$ cat src/rtl/alu_pkg.sv
// alu_pkg: opcode encodings, FSM state type and opcode class helper shared by seq_alu and muldiv_iter
package alu_pkg;
  localparam int ALU_CTRL_WIDTH = 5;
  localparam logic [ALU_CTRL_WIDTH-1:0] OP_AND   = 5'd0;
  localparam logic [ALU_CTRL_WIDTH-1:0] OP_OR    = 5'd1;
  localparam logic [ALU_CTRL_WIDTH-1:0] OP_ADD   = 5'd2;
  localparam logic [ALU_CTRL_WIDTH-1:0] OP_SUB   = 5'd3;
  localparam logic [ALU_CTRL_WIDTH-1:0] OP_NOR   = 5'd4;
  localparam logic [ALU_CTRL_WIDTH-1:0] OP_SLT   = 5'd5;
  localparam logic [ALU_CTRL_WIDTH-1:0] OP_SLTU  = 5'd6;
  localparam logic [ALU_CTRL_WIDTH-1:0] OP_XOR   = 5'd7;
  localparam logic [ALU_CTRL_WIDTH-1:0] OP_SLL   = 5'd8;
  localparam logic [ALU_CTRL_WIDTH-1:0] OP_SRL   = 5'd9;
  localparam logic [ALU_CTRL_WIDTH-1:0] OP_SRA   = 5'd10;
  localparam logic [ALU_CTRL_WIDTH-1:0] OP_JAL   = 5'd11;
  localparam logic [ALU_CTRL_WIDTH-1:0] OP_MUL   = 5'd12;
  localparam logic [ALU_CTRL_WIDTH-1:0] OP_MULH  = 5'd13;
  localparam logic [ALU_CTRL_WIDTH-1:0] OP_MULHU = 5'd14;
  localparam logic [ALU_CTRL_WIDTH-1:0] OP_DIV   = 5'd15;
  localparam logic [ALU_CTRL_WIDTH-1:0] OP_DIVU  = 5'd16;
  localparam logic [ALU_CTRL_WIDTH-1:0] OP_REM   = 5'd17;
  localparam logic [ALU_CTRL_WIDTH-1:0] OP_REMU  = 5'd18;
  typedef enum logic [1:0] {IDLE, BUSY, DONE} state_e;
  function automatic logic is_iterative(input logic [ALU_CTRL_WIDTH-1:0] op);
    return op >= OP_MUL && op <= OP_REMU;
  endfunction
endpackage

$ cat src/rtl/muldiv_iter.sv
// muldiv_iter: radix-2 shift-add multiplier / restoring divider on operand magnitudes, sign fixed at the end
//   ports: clk, rst_n; start latches op/a/b; done pulses on the last step with result valid in that cycle
module muldiv_iter
  import alu_pkg::*;
#(
  parameter int W = 32
) (
  input  logic                      clk,
  input  logic                      rst_n,
  input  logic                      start,
  input  logic [ALU_CTRL_WIDTH-1:0] op,
  input  logic [W-1:0]              a,
  input  logic [W-1:0]              b,
  output logic                      done,
  output logic [W-1:0]              result
);
  localparam int CW = $clog2(W);
  logic [W-1:0] hi_q, hi_d, lo_q, lo_d, b_q, b_d, qr;
  logic [CW-1:0] cnt_q, cnt_d;
  logic run_q, run_d, neg_q, neg_d, sgn_op, sa, sb, is_div;
  logic [ALU_CTRL_WIDTH-1:0] op_q, op_d;
  logic [W:0] sum, shifted, rem_try;
  logic [2*W-1:0] prod;
  always_ff @(posedge clk or negedge rst_n)
    if (!rst_n) begin
      hi_q <= '0;
      lo_q <= '0;
      b_q <= '0;
      cnt_q <= '0;
      run_q <= 1'b0;
      neg_q <= 1'b0;
      op_q <= '0;
    end else begin
      hi_q <= hi_d;
      lo_q <= lo_d;
      b_q <= b_d;
      cnt_q <= cnt_d;
      run_q <= run_d;
      neg_q <= neg_d;
      op_q <= op_d;
    end
  always_comb begin
    sgn_op = op == OP_MULH || op == OP_DIV || op == OP_REM;
    sa = sgn_op & a[W-1];
    sb = sgn_op & b[W-1];
    is_div = op_q >= OP_DIV;
    // multiply: hi accumulates B-magnitude whenever the next multiplier bit (lo[0]) is set
    sum = {1'b0, hi_q} + (lo_q[0] ? {1'b0, b_q} : '0);
    // divide: hi is the partial remainder, lo shifts dividend bits out and quotient bits in
    shifted = {hi_q, lo_q[W-1]};
    rem_try = shifted - {1'b0, b_q};
    hi_d = hi_q;
    lo_d = lo_q;
    b_d = b_q;
    cnt_d = cnt_q;
    run_d = run_q;
    neg_d = neg_q;
    op_d = op_q;
    done = 1'b0;
    if (start) begin
      hi_d = '0;
      lo_d = sa ? -a : a;
      b_d = sb ? -b : b;
      cnt_d = '0;
      run_d = 1'b1;
      neg_d = op == OP_REM ? sa : sa ^ sb;
      op_d = op;
    end else if (run_q) begin
      if (is_div) begin
        hi_d = rem_try[W] ? shifted[W-1:0] : rem_try[W-1:0];
        lo_d = {lo_q[W-2:0], !rem_try[W]};
      end else
        {hi_d, lo_d} = {sum, lo_q[W-1:1]};
      cnt_d = cnt_q + CW'(1);
      done = cnt_q == CW'(W - 1);
      run_d = !done;
    end
    // result is taken from the post-step values so the last step and the load share one edge
    prod = neg_q ? -{hi_d, lo_d} : {hi_d, lo_d};
    qr = op_q == OP_REM || op_q == OP_REMU ? hi_d : lo_d;
    result = is_div ? (neg_q ? -qr : qr) : (op_q == OP_MUL ? prod[W-1:0] : prod[2*W-1:W]);
  end
endmodule

$ cat src/rtl/seq_alu.sv
// seq_alu: multi-cycle EX-stage ALU with valid/ready handshake, registered result, zero and illegal flags
//   ports: clk, rst_n (async, active-low), flush; in_valid/in_ready, alu_control, input_data_1/2, pc;
//          out_valid/out_ready, output_data, zero, illegal
//   SEQ_ALU_MULDIV_EN: enables MUL/MULH/MULHU/DIV/DIVU/REM/REMU via muldiv_iter; otherwise they are illegal
module seq_alu
  import alu_pkg::*;
#(
  parameter int DATA_WIDTH = 32,
  parameter int ADDR_WIDTH = 32
) (
  input  logic                      clk,
  input  logic                      rst_n,
  input  logic                      flush,
  input  logic                      in_valid,
  output logic                      in_ready,
  input  logic [ALU_CTRL_WIDTH-1:0] alu_control,
  input  logic [DATA_WIDTH-1:0]     input_data_1,
  input  logic [DATA_WIDTH-1:0]     input_data_2,
  input  logic [ADDR_WIDTH-1:0]     pc,
  output logic                      out_valid,
  input  logic                      out_ready,
  output logic [DATA_WIDTH-1:0]     output_data,
  output logic                      zero,
  output logic                      illegal
);
  localparam int SW = $clog2(DATA_WIDTH);
  state_e state_q, state_d;
  logic [DATA_WIDTH-1:0] data_q, data_d, res, a, b;
  logic [ADDR_WIDTH-1:0] pc4;
  logic [SW-1:0] shamt;
  logic zero_q, zero_d, ill_q, ill_d, ill, accept, iter_go;
  assign a = input_data_1;
  assign b = input_data_2;
  assign shamt = b[SW-1:0];
  assign pc4 = pc + ADDR_WIDTH'(4);
  assign accept = in_valid && in_ready;
`ifdef SEQ_ALU_MULDIV_EN
  logic md_done, div0, ovf;
  logic [DATA_WIDTH-1:0] md_res;
  assign div0 = b == '0;
  assign ovf = (alu_control == OP_DIV || alu_control == OP_REM) && a == {1'b1, {(DATA_WIDTH-1){1'b0}}} && b == '1;
  // divide by zero and signed overflow resolve in the single-cycle path
  assign iter_go = is_iterative(alu_control) && !(alu_control >= OP_DIV && (div0 || ovf));
  muldiv_iter #(.W(DATA_WIDTH)) u_muldiv (
    .clk    (clk),
    .rst_n  (rst_n),
    .start  (accept && iter_go && !flush),
    .op     (alu_control),
    .a      (a),
    .b      (b),
    .done   (md_done),
    .result (md_res)
  );
`else
  assign iter_go = 1'b0;
`endif
  always_comb begin
    res = '0;
    ill = 1'b0;
    case (alu_control)
      OP_AND:  res = a & b;
      OP_OR:   res = a | b;
      OP_ADD:  res = a + b;
      OP_SUB:  res = a - b;
      OP_NOR:  res = ~(a | b);
      OP_SLT:  res = {{(DATA_WIDTH-1){1'b0}}, $signed(a) < $signed(b)};
      OP_SLTU: res = {{(DATA_WIDTH-1){1'b0}}, a < b};
      OP_XOR:  res = a ^ b;
      OP_SLL:  res = a << shamt;
      OP_SRL:  res = a >> shamt;
      OP_SRA:  res = $signed(a) >>> shamt;
      OP_JAL:  res = DATA_WIDTH'(pc4);
`ifdef SEQ_ALU_MULDIV_EN
      OP_MUL, OP_MULH, OP_MULHU: res = '0;
      OP_DIV, OP_DIVU: res = div0 ? '1 : a;
      OP_REM, OP_REMU: res = div0 ? a : '0;
`endif
      default: ill = 1'b1;
    endcase
  end
  always_ff @(posedge clk or negedge rst_n)
    if (!rst_n) begin
      state_q <= IDLE;
      data_q <= '0;
      zero_q <= 1'b0;
      ill_q <= 1'b0;
    end else begin
      state_q <= state_d;
      data_q <= data_d;
      zero_q <= zero_d;
      ill_q <= ill_d;
    end
  always_comb begin
    state_d = state_q;
    data_d = data_q;
    zero_d = zero_q;
    ill_d = ill_q;
    if (flush)
      state_d = IDLE;
    else if (accept && iter_go)
      state_d = BUSY;
    else if (accept) begin
      state_d = DONE;
      data_d = res;
      zero_d = alu_control == OP_JAL || res == '0;
      ill_d = ill;
    end
`ifdef SEQ_ALU_MULDIV_EN
    else if (state_q == BUSY && md_done) begin
      state_d = DONE;
      data_d = md_res;
      zero_d = md_res == '0;
      ill_d = 1'b0;
    end
`endif
    else if (state_q == DONE && out_ready)
      state_d = IDLE;
  end
  always_comb begin
    in_ready = state_q == IDLE || (state_q == DONE && out_ready);
    out_valid = state_q == DONE;
  end
  assign output_data = data_q;
  assign zero = zero_q;
  assign illegal = ill_q;
endmodule

$ cat config.mk
export PLATFORM = sky130hd
export DESIGN_NAME = seq_alu
export DESIGN_NICKNAME = d
export VERILOG_FILES = /design/src/rtl/alu_pkg.sv /design/src/rtl/muldiv_iter.sv /design/src/rtl/seq_alu.sv
export SDC_FILE = /design/constraint.sdc
export NUM_CORES = 1
export LEC_CHECK = 0
export ABC_AREA = 1
export ABC_CLOCK_PERIOD_IN_PS = 1800
export BUFFER_PORTS_ARGS = -buffer_cell sky130_fd_sc_hd__buf_4
export CAP_MARGIN = 0
export CORE_MARGIN = 2
export CORE_UTILIZATION = 53
export CTS_BUF_LIST = sky130_fd_sc_hd__clkbuf_4 sky130_fd_sc_hd__clkbuf_8
export DETAILED_ROUTE_END_ITERATION = 10
export PLACE_DENSITY_LB_ADDON = 0.1
export SYNTH_ARGS = -nofsm -noshare
export SYNTH_HDL_FRONTEND = slang
export SYNTH_SLANG_ARGS = --single-unit
$ cat constraint.sdc
create_clock -name clk -period 1.8 [get_ports clk]
set_clock_uncertainty 0.15 [all_clocks]
set_input_delay 0.18 -clock clk [delete_from_list [all_inputs] [get_ports clk]]
set_output_delay 0.18 -clock clk [all_outputs]
set_load 0.02 [all_outputs]
==> results of run 1 <==
==> layer usage <==
| layer | GRT overflow | global-route usage (%) |
|---|---|---|
| met4 | 11 | 67.2 |
| met3 | 0 | 50.0 |
| met1 | 1 | 69.7 |
| met2 | 8 | 89.8 |
| met5 | 0 | 25.9 |
==> metrics by stage <==
stage                     hold slack (ns)  util, %  setup WS [ns]
after floorplan                    -0.266        -         -0.590
after global placement           -0.00245     75.4          -1.15
after detailed placement        -0.000495     75.4          -1.18
after CTS                          0.0274     85.8         -0.615
==> synthesized netlist by cell type <==
cell / number
nor4_1: 2
o21ai_1: 17
buf_6: 10
inv_4: 1
o21ai_0: 59
a21boi_0: 1
inv_2: 14
o22ai_1: 5
a31oi_1: 4
inv_1: 343
o21bai_1: 11
buf_2: 64
nand2_1: 935
nand2_4: 1
ha_1: 100
o2111ai_1: 1
and2_1: 5
and3_1: 2
a21oi_1: 73
clkinv_1: 1
or2_0: 1
a21oi_2: 2
o21bai_2: 1
o211ai_1: 8
or2_2: 11
xnor2_1: 3
nor2_2: 13
nand3b_1: 5
nand3_1: 531
nor2_1: 274
nor2_4: 4
nand2_2: 11
nand3_2: 4
clkbuf_1: 19
nor3_1: 23
a21o_1: 2
buf_4: 9
fa_1: 2
clkbuf_2: 1
nand4_1: 37
buf_1: 4
dfrtp_1: 35
==> cells by family after synthesis <==
kind of cell | Yosys count | synth area share [%]
AO/OA/AOI/OAI | 184 | 7.67
XOR/XNOR | 3 | 0.201
adder cells (fa/ha/maj) | 102 | 9.86
buffers and inverters | 466 | 14.8
flip-flops | 35 | 6.69
AND/OR/NAND/NOR | 1859 | 60.8
==> timing repair <==
| item | CTS |
|---|---|
| endpoints found under the setup margin | 33 |
| pin swaps | 112 |
| hold buffers | 2 |
| buffers inserted | 48 |
| hold endpoints to repair | 36 |
| gates resized for setup | 507 |
| gates cloned | 6 |
==> impl_metrics.json, run 1 <==
{
  "grt_max_degree": 39,
  "grt_overflow_total": 20,
  "grt_pass1_wl_um": 138000,
  "synth_nets": 2857,
  "clock_path_buffers": 2,
  "synthDominantCellAreaShare_pct": 26.8,
  "numClockSinks": 35,
  "rows": 57,
  "synthCells": 2649,
  "tool.error": "[ERROR GRT-0116] Global routing finished with congestion. Check the congestion regions in the DRC Viewer.",
  "synth_top_cell_by_area": "nand2_1",
  "io_pins": 142,
  "ctsRootBufferMaster": "clkbuf_8",
  "yosys_warnings": 0,
  "hpwl_um": 59400,
  "synth-seq-cells": 35,
  "synth_area_um2": 13100,
  "htree_levels": 2,
  "dpl.cell_count": 3544,
  "io_buffers": 141,
  "yosysUniqueCellTypes": 42,
  "postPlaceCellArea_um2": 18300,
  "grt_pass1_vias": 24488,
  "synthTopCellsByArea": "nand2_1 27%, nand3_1 20%, inv_1 9.8%",
  "status": "stopped before the end",
  "haltStage": "global routing",
  "gp_congestion": 1.26,
  "cts_buffers": 5,
  "fp.dieW_um": 161,
  "gr-usage-all-layers_pct": 69.6,
  "start_util_pct": 53.9,
  "avgSynthCellArea_um2": 4.94,
  "dieHeight_um": 161,
  "yosysSeqAreaShare_pct": 6.69
}
==> inputs of run 2 (changes only) <==
==> config.mk (replaced) <==
export PLATFORM = sky130hd
export DESIGN_NAME = seq_alu
export DESIGN_NICKNAME = d
export VERILOG_FILES = /design/src/rtl/alu_pkg.sv /design/src/rtl/muldiv_iter.sv /design/src/rtl/seq_alu.sv
export SDC_FILE = /design/constraint.sdc
export NUM_CORES = 1
export LEC_CHECK = 0
export ABC_AREA = 1
export ABC_CLOCK_PERIOD_IN_PS = 2300
export BUFFER_PORTS_ARGS = -buffer_cell sky130_fd_sc_hd__buf_4
export CAP_MARGIN = 0
export CORE_MARGIN = 2
export CORE_UTILIZATION = 38
export DETAILED_ROUTE_END_ITERATION = 10
export PLACE_DENSITY_LB_ADDON = 0.15
export SYNTH_ARGS = -nofsm -noshare
export SYNTH_HDL_FRONTEND = slang
export SYNTH_SLANG_ARGS = --single-unit
==> constraint.sdc (replaced) <==
create_clock -name clk -period 2.3 [get_ports clk]
set_clock_uncertainty 0.15 [all_clocks]
set_input_delay 0.23 -clock clk [delete_from_list [all_inputs] [get_ports clk]]
set_output_delay 0.23 -clock clk [all_outputs]
set_load 0.02 [all_outputs]
==> run 2 against run 1 <==
The flow now finishes, with violations (negative setup slack). Synthesized cell count did not move. Area after synthesis unchanged.
==> impl_metrics.json, run 2 <==
{
  "rsz0062_at_grt": "yes",
  "htree_levels": 2,
  "synth_nets": 2857,
  "cp_max_fo": 3,
  "synth-seq-cells": 35,
  "rows": 67,
  "final_cell_mix": "816 x nand2_1, 801 x buf_4, 467 x nand3_1, 291 x inv_1, 182 x nor2_1",
  "cp_data_arrival_time_ns": 2.74,
  "leakage_uw": 0.0119,
  "yosysUniqueCellTypes": 42,
  "synth_edf_count": 0,
  "dieHeight_um": 190,
  "cp-end-kind": "flip-flop",
  "n_fill_cell": 3304,
  "final.setup.worst_slack_ns": -0.384,
  "relSlewSlack_pct": 44.6,
  "clk_pin_slew_ns": 0.06,
  "fmax_mhz": 373,
  "slowest_stage": "fa_2",
  "synth_area_um2": 13100,
  "wl_per_cell_um": 21.1,
  "multiInputGateArea_um2": 12200,
  "routed_wl_um": 81300,
  "avgSynthCellArea_um2": 4.94,
  "status": "finished with violations",
  "start_util_pct": 38.9,
  "drt_iter0_drc": 2638,
  "yosys_warnings": 0,
  "cts_tree": "done",
  "numClockSinks": 35,
  "synthCells": 2649,
  "worstPathRequired_ns": 2.36,
  "cts_buffers": 5,
  "maxCapViolations": 0,
  "io_pins": 142,
  "drv_slew": 0,
  "synth_top_cell_by_area": "nand2_1",
  "hold_depth": 3,
  "gr-usage-all-layers_pct": 43.0,
  "ys_top_cells_by_count": "935 x nand2_1, 531 x nand3_1, 343 x inv_1",
  "grt_pass1_wl_um": 117000,
  "yosysSeqAreaShare_pct": 6.69,
  "yosysMostFrequentCell": "nand2_1",
  "period_share_pct": 117,
  "ctsRootBufferMaster": "clkbuf_16",
  "final_nets": 3612,
  "fp.dieW_um": 190,
  "viasPerCell": 5.57,
  "power_density_nw_per_um2": 300,
  "largest_reg_flops": 32,
  "max_slew.worst_pin.slew_ns": 0.822,
  "r2r_slack_ns": 0.81,
  "clock_path_buffers": 2,
  "cp_slowest_stage_delay_ns": 0.41,
  "die_area_um2": 36000,
  "post-route-util_pct": 65.2,
  "grt_overflow_total": 0,
  "vdd_drop_max_uv": 430,
  "core_area_um2": 33700,
  "grt_max_degree": 46,
  "vias": 21468,
  "grt_pass1_vias": 20236,
  "crit_top_cell": "nand2_2",
  "violations": "negative setup slack",
  "async_flop_share_pct": 100,
  "hold_viol_final": 0,
  "drc": 0,
  "ff_latch_area_um2": 876,
  "synthDominantCellAreaShare_pct": 26.8,
  "antenna_found_initial": 1,
  "ys.flop_type": "dfrtp_1",
  "io_buffers": 141,
  "hold_class": "in -> reg",
  "dr.pass1.iters": 9,
  "gp_congestion": 1.11,
  "setup_viol": 9,
  "syn2layout_area_growth_pct": 67.7,
  "final_common_cell": "nand2_1",
  "fin_crit_ns": 2.68,
  "antenna_left": 0,
  "drive_gt1_share_pct": 39.3,
  "dp_slack_ns": -0.991,
  "synthTopCellsByArea": "nand2_1 27%, nand3_1 20%, inv_1 9.8%",
  "start_kind": "input pin",
  "clock_latency_ns": 0.28,
  "crit_type": "in -> reg",
  "hpwl_um": 67800,
  "rr_worst_depth": 6,
  "crit_chain": "buf_8 > clkinvlp_4 > buf_6 > fa_2 > inv_2 > nand2_2 > nand2_1 > nand3b_1 > nand2_2 > buf_6 > nand2_2 > nand3_2 > nand2_2 > inv_2 > nand2_4 > nor2_4 > nand3_1 > nor2_1 > nand3_1 > nor2_1 > nand2_1 > a21oi_2"
}
[run 2: critical path: cells and delay by family]
family | cells | cell delay, ns
and+or+nand+nor | 14 | 1.34
buffers and inverters | 6 | 0.65
adders and majority gates | 1 | 0.41
AOI/OAI and AO/OA | 1 | 0.11
[run 2: final cells by class]
type	count	area share, %
Antenna cell	1	0.0114
Multi-Input combinational cell	2148	55.5
Clock inverter	2	0.160
Inverter	359	6.36
Sequential cell	35	3.99
Tap cell	448	2.55
Timing Repair Buffer	855	30.8
Clock buffer	6	0.632
[run 2: final timing paths]
kind                            startpoint              end
max                        input_data_1[1]             zero
min                               in_valid       state_q[1]
max reg2reg                     state_q[1]  output_data[11]
min reg2reg                output_data[22]  output_data[22]
max in group asynchronous            rst_n  output_data[18]
min in group asynchronous            rst_n  output_data[20]
[run 2: repair_timing]
action / 4_1_cts / 5_1_grt
endpoints found under the setup margin: 31 / 32
hold endpoints to repair: 36 / 0
cloned: 0 / 3
buffers inserted: 15 / 17
pin swaps: 64 / 95
hold buffers: 2 / 0
resized for setup: 236 / 328
[run 2: stage by stage]
| step | hold slack (ns) | total power (uW) | std cells | setup TNS (ns) | area, um2 |
|---|---|---|---|---|---|
| global placement | 0.0510 | 4940 | 3809 | -15.02 | 19400 |
| floorplan | -0.216 | 2700 | 2649 | -0.149 | 13200 |
| finish | 0.0909 | 6600 | 3854 | -0.934 | 22000 |
| global route | 0.0942 | 6930 | 3853 | -2.27 | 22000 |
| CTS | 0.0899 | 6060 | 3834 | -0.302 | 20600 |
| detailed placement | 0.0605 | 4980 | 3809 | -15.91 | 19400 |
[run 2: where the power goes]
part / total (uW) / switching [uW] / internal (uW) / leakage (uW)
Clock: 790 / 251 / 538 / 0.0000869
Combinational: 5040 / 2910 / 2140 / 0.0114
Sequential: 762 / 58.2 / 704 / 0.000456
[run 2: per-layer routing]
metal	GRT usage [%]	part of all wire, %
met1	55.3	40
met2	68.8	43
met3	6.57	9.7
met4	24.3	7.4
met5	0	0
[run 2: cell families after synthesis]
kind of cell	after synthesis	synth area share [%]
DFF	35	6.69
AOI/OAI and AO/OA	184	7.67
adders and majority gates	102	9.86
and+or+nand+nor	1859	60.8
xor gates and xnor gates	3	0.201
buffers and inverters	466	14.8
No activity file was read; power rests on OpenSTA's default activity.
==> inputs of run 3 (changes only) <==
--- a/config.mk
+++ b/config.mk
@@ -10,7 +10,7 @@
 export BUFFER_PORTS_ARGS = -buffer_cell sky130_fd_sc_hd__buf_4
 export CAP_MARGIN = 0
 export CORE_MARGIN = 2
-export CORE_UTILIZATION = 38
+export CORE_UTILIZATION = 56
 export DETAILED_ROUTE_END_ITERATION = 10
 export PLACE_DENSITY_LB_ADDON = 0.15
 export SYNTH_ARGS = -nofsm -noshare
==> run 3 against run 2 <==
The run now fails in global routing. Synthesized cell count unchanged. Area after synthesis unchanged.
==> impl_metrics.json, run 3 <==
{
  "yosys_warnings": 0,
  "grt_pass1_vias": 26195,
  "hpwl_um": 59600,
  "synth-seq-cells": 35,
  "synth_top_cell_by_area": "nand2_1",
  "htree_levels": 2,
  "synthCells": 2649,
  "tool.error": "[ERROR GRT-0116] Global routing finished with congestion. Check the congestion regions in the DRC Viewer.",
  "yosysSeqAreaShare_pct": 6.69,
  "haltStage": "global routing",
  "postPlaceCellArea_um2": 18600,
  "synth_nets": 2857,
  "numClockSinks": 35,
  "yosysUniqueCellTypes": 42,
  "dieHeight_um": 157,
  "synthTopCellsByArea": "nand2_1 27%, nand3_1 20%, inv_1 9.8%",
  "synth_area_um2": 13100,
  "io_pins": 142,
  "gr-usage-all-layers_pct": 83.0,
  "grt_max_degree": 36,
  "synth_edf_count": 0,
  "gp_congestion": 1.32,
  "start_util_pct": 57.5,
  "ctsRootBufferMaster": "clkbuf_16",
  "io_buffers": 141,
  "avgSynthCellArea_um2": 4.94,
  "fp.dieW_um": 157,
  "cts_buffers": 5,
  "async_flop_share_pct": 100,
  "ys.flop_type": "dfrtp_1",
  "clock_path_buffers": 2,
  "rows": 55,
  "status": "stopped before the end",
  "ys_top_cells_by_count": "935 x nand2_1, 531 x nand3_1, 343 x inv_1",
  "yosysMostFrequentCell": "nand2_1",
  "grt_overflow_total": 390,
  "grt_pass1_wl_um": 156000,
  "synthDominantCellAreaShare_pct": 26.8
}
## run 3: cell counts after synthesis
No cell type changed its count.
## run 3: metrics by stage
stage	setup slack (ns)	cells	hold slack (ns)
detailed placement	-0.820	3586	0.0458
CTS	-0.130	3615	0.118
floorplan	-0.149	2649	-0.216
global placement	-0.706	3586	0.0436
## run 3: cell families after synthesis
| group | after synthesis | synth area share, % |
|---|---|---|
| buf+inv | 466 | 14.8 |
| fa+ha+maj | 102 | 9.86 |
| simple gates | 1859 | 60.8 |
| compound gates | 184 | 7.67 |
| flops | 35 | 6.69 |
| xor+xnor | 3 | 0.201 |
## run 3: metal layers
metal	track usage (%)	GRT overflow
met3	71.4	15
met5	59.2	3
met4	83.7	143
met2	97.0	214
met1	80.6	15
## run 3: timing repair
item / CTS
gates resized for setup: 220
setup endpoints to repair: 20
endpoints found under the hold margin: 36
buffers inserted: 19
hold buffers: 2
pin swaps: 54
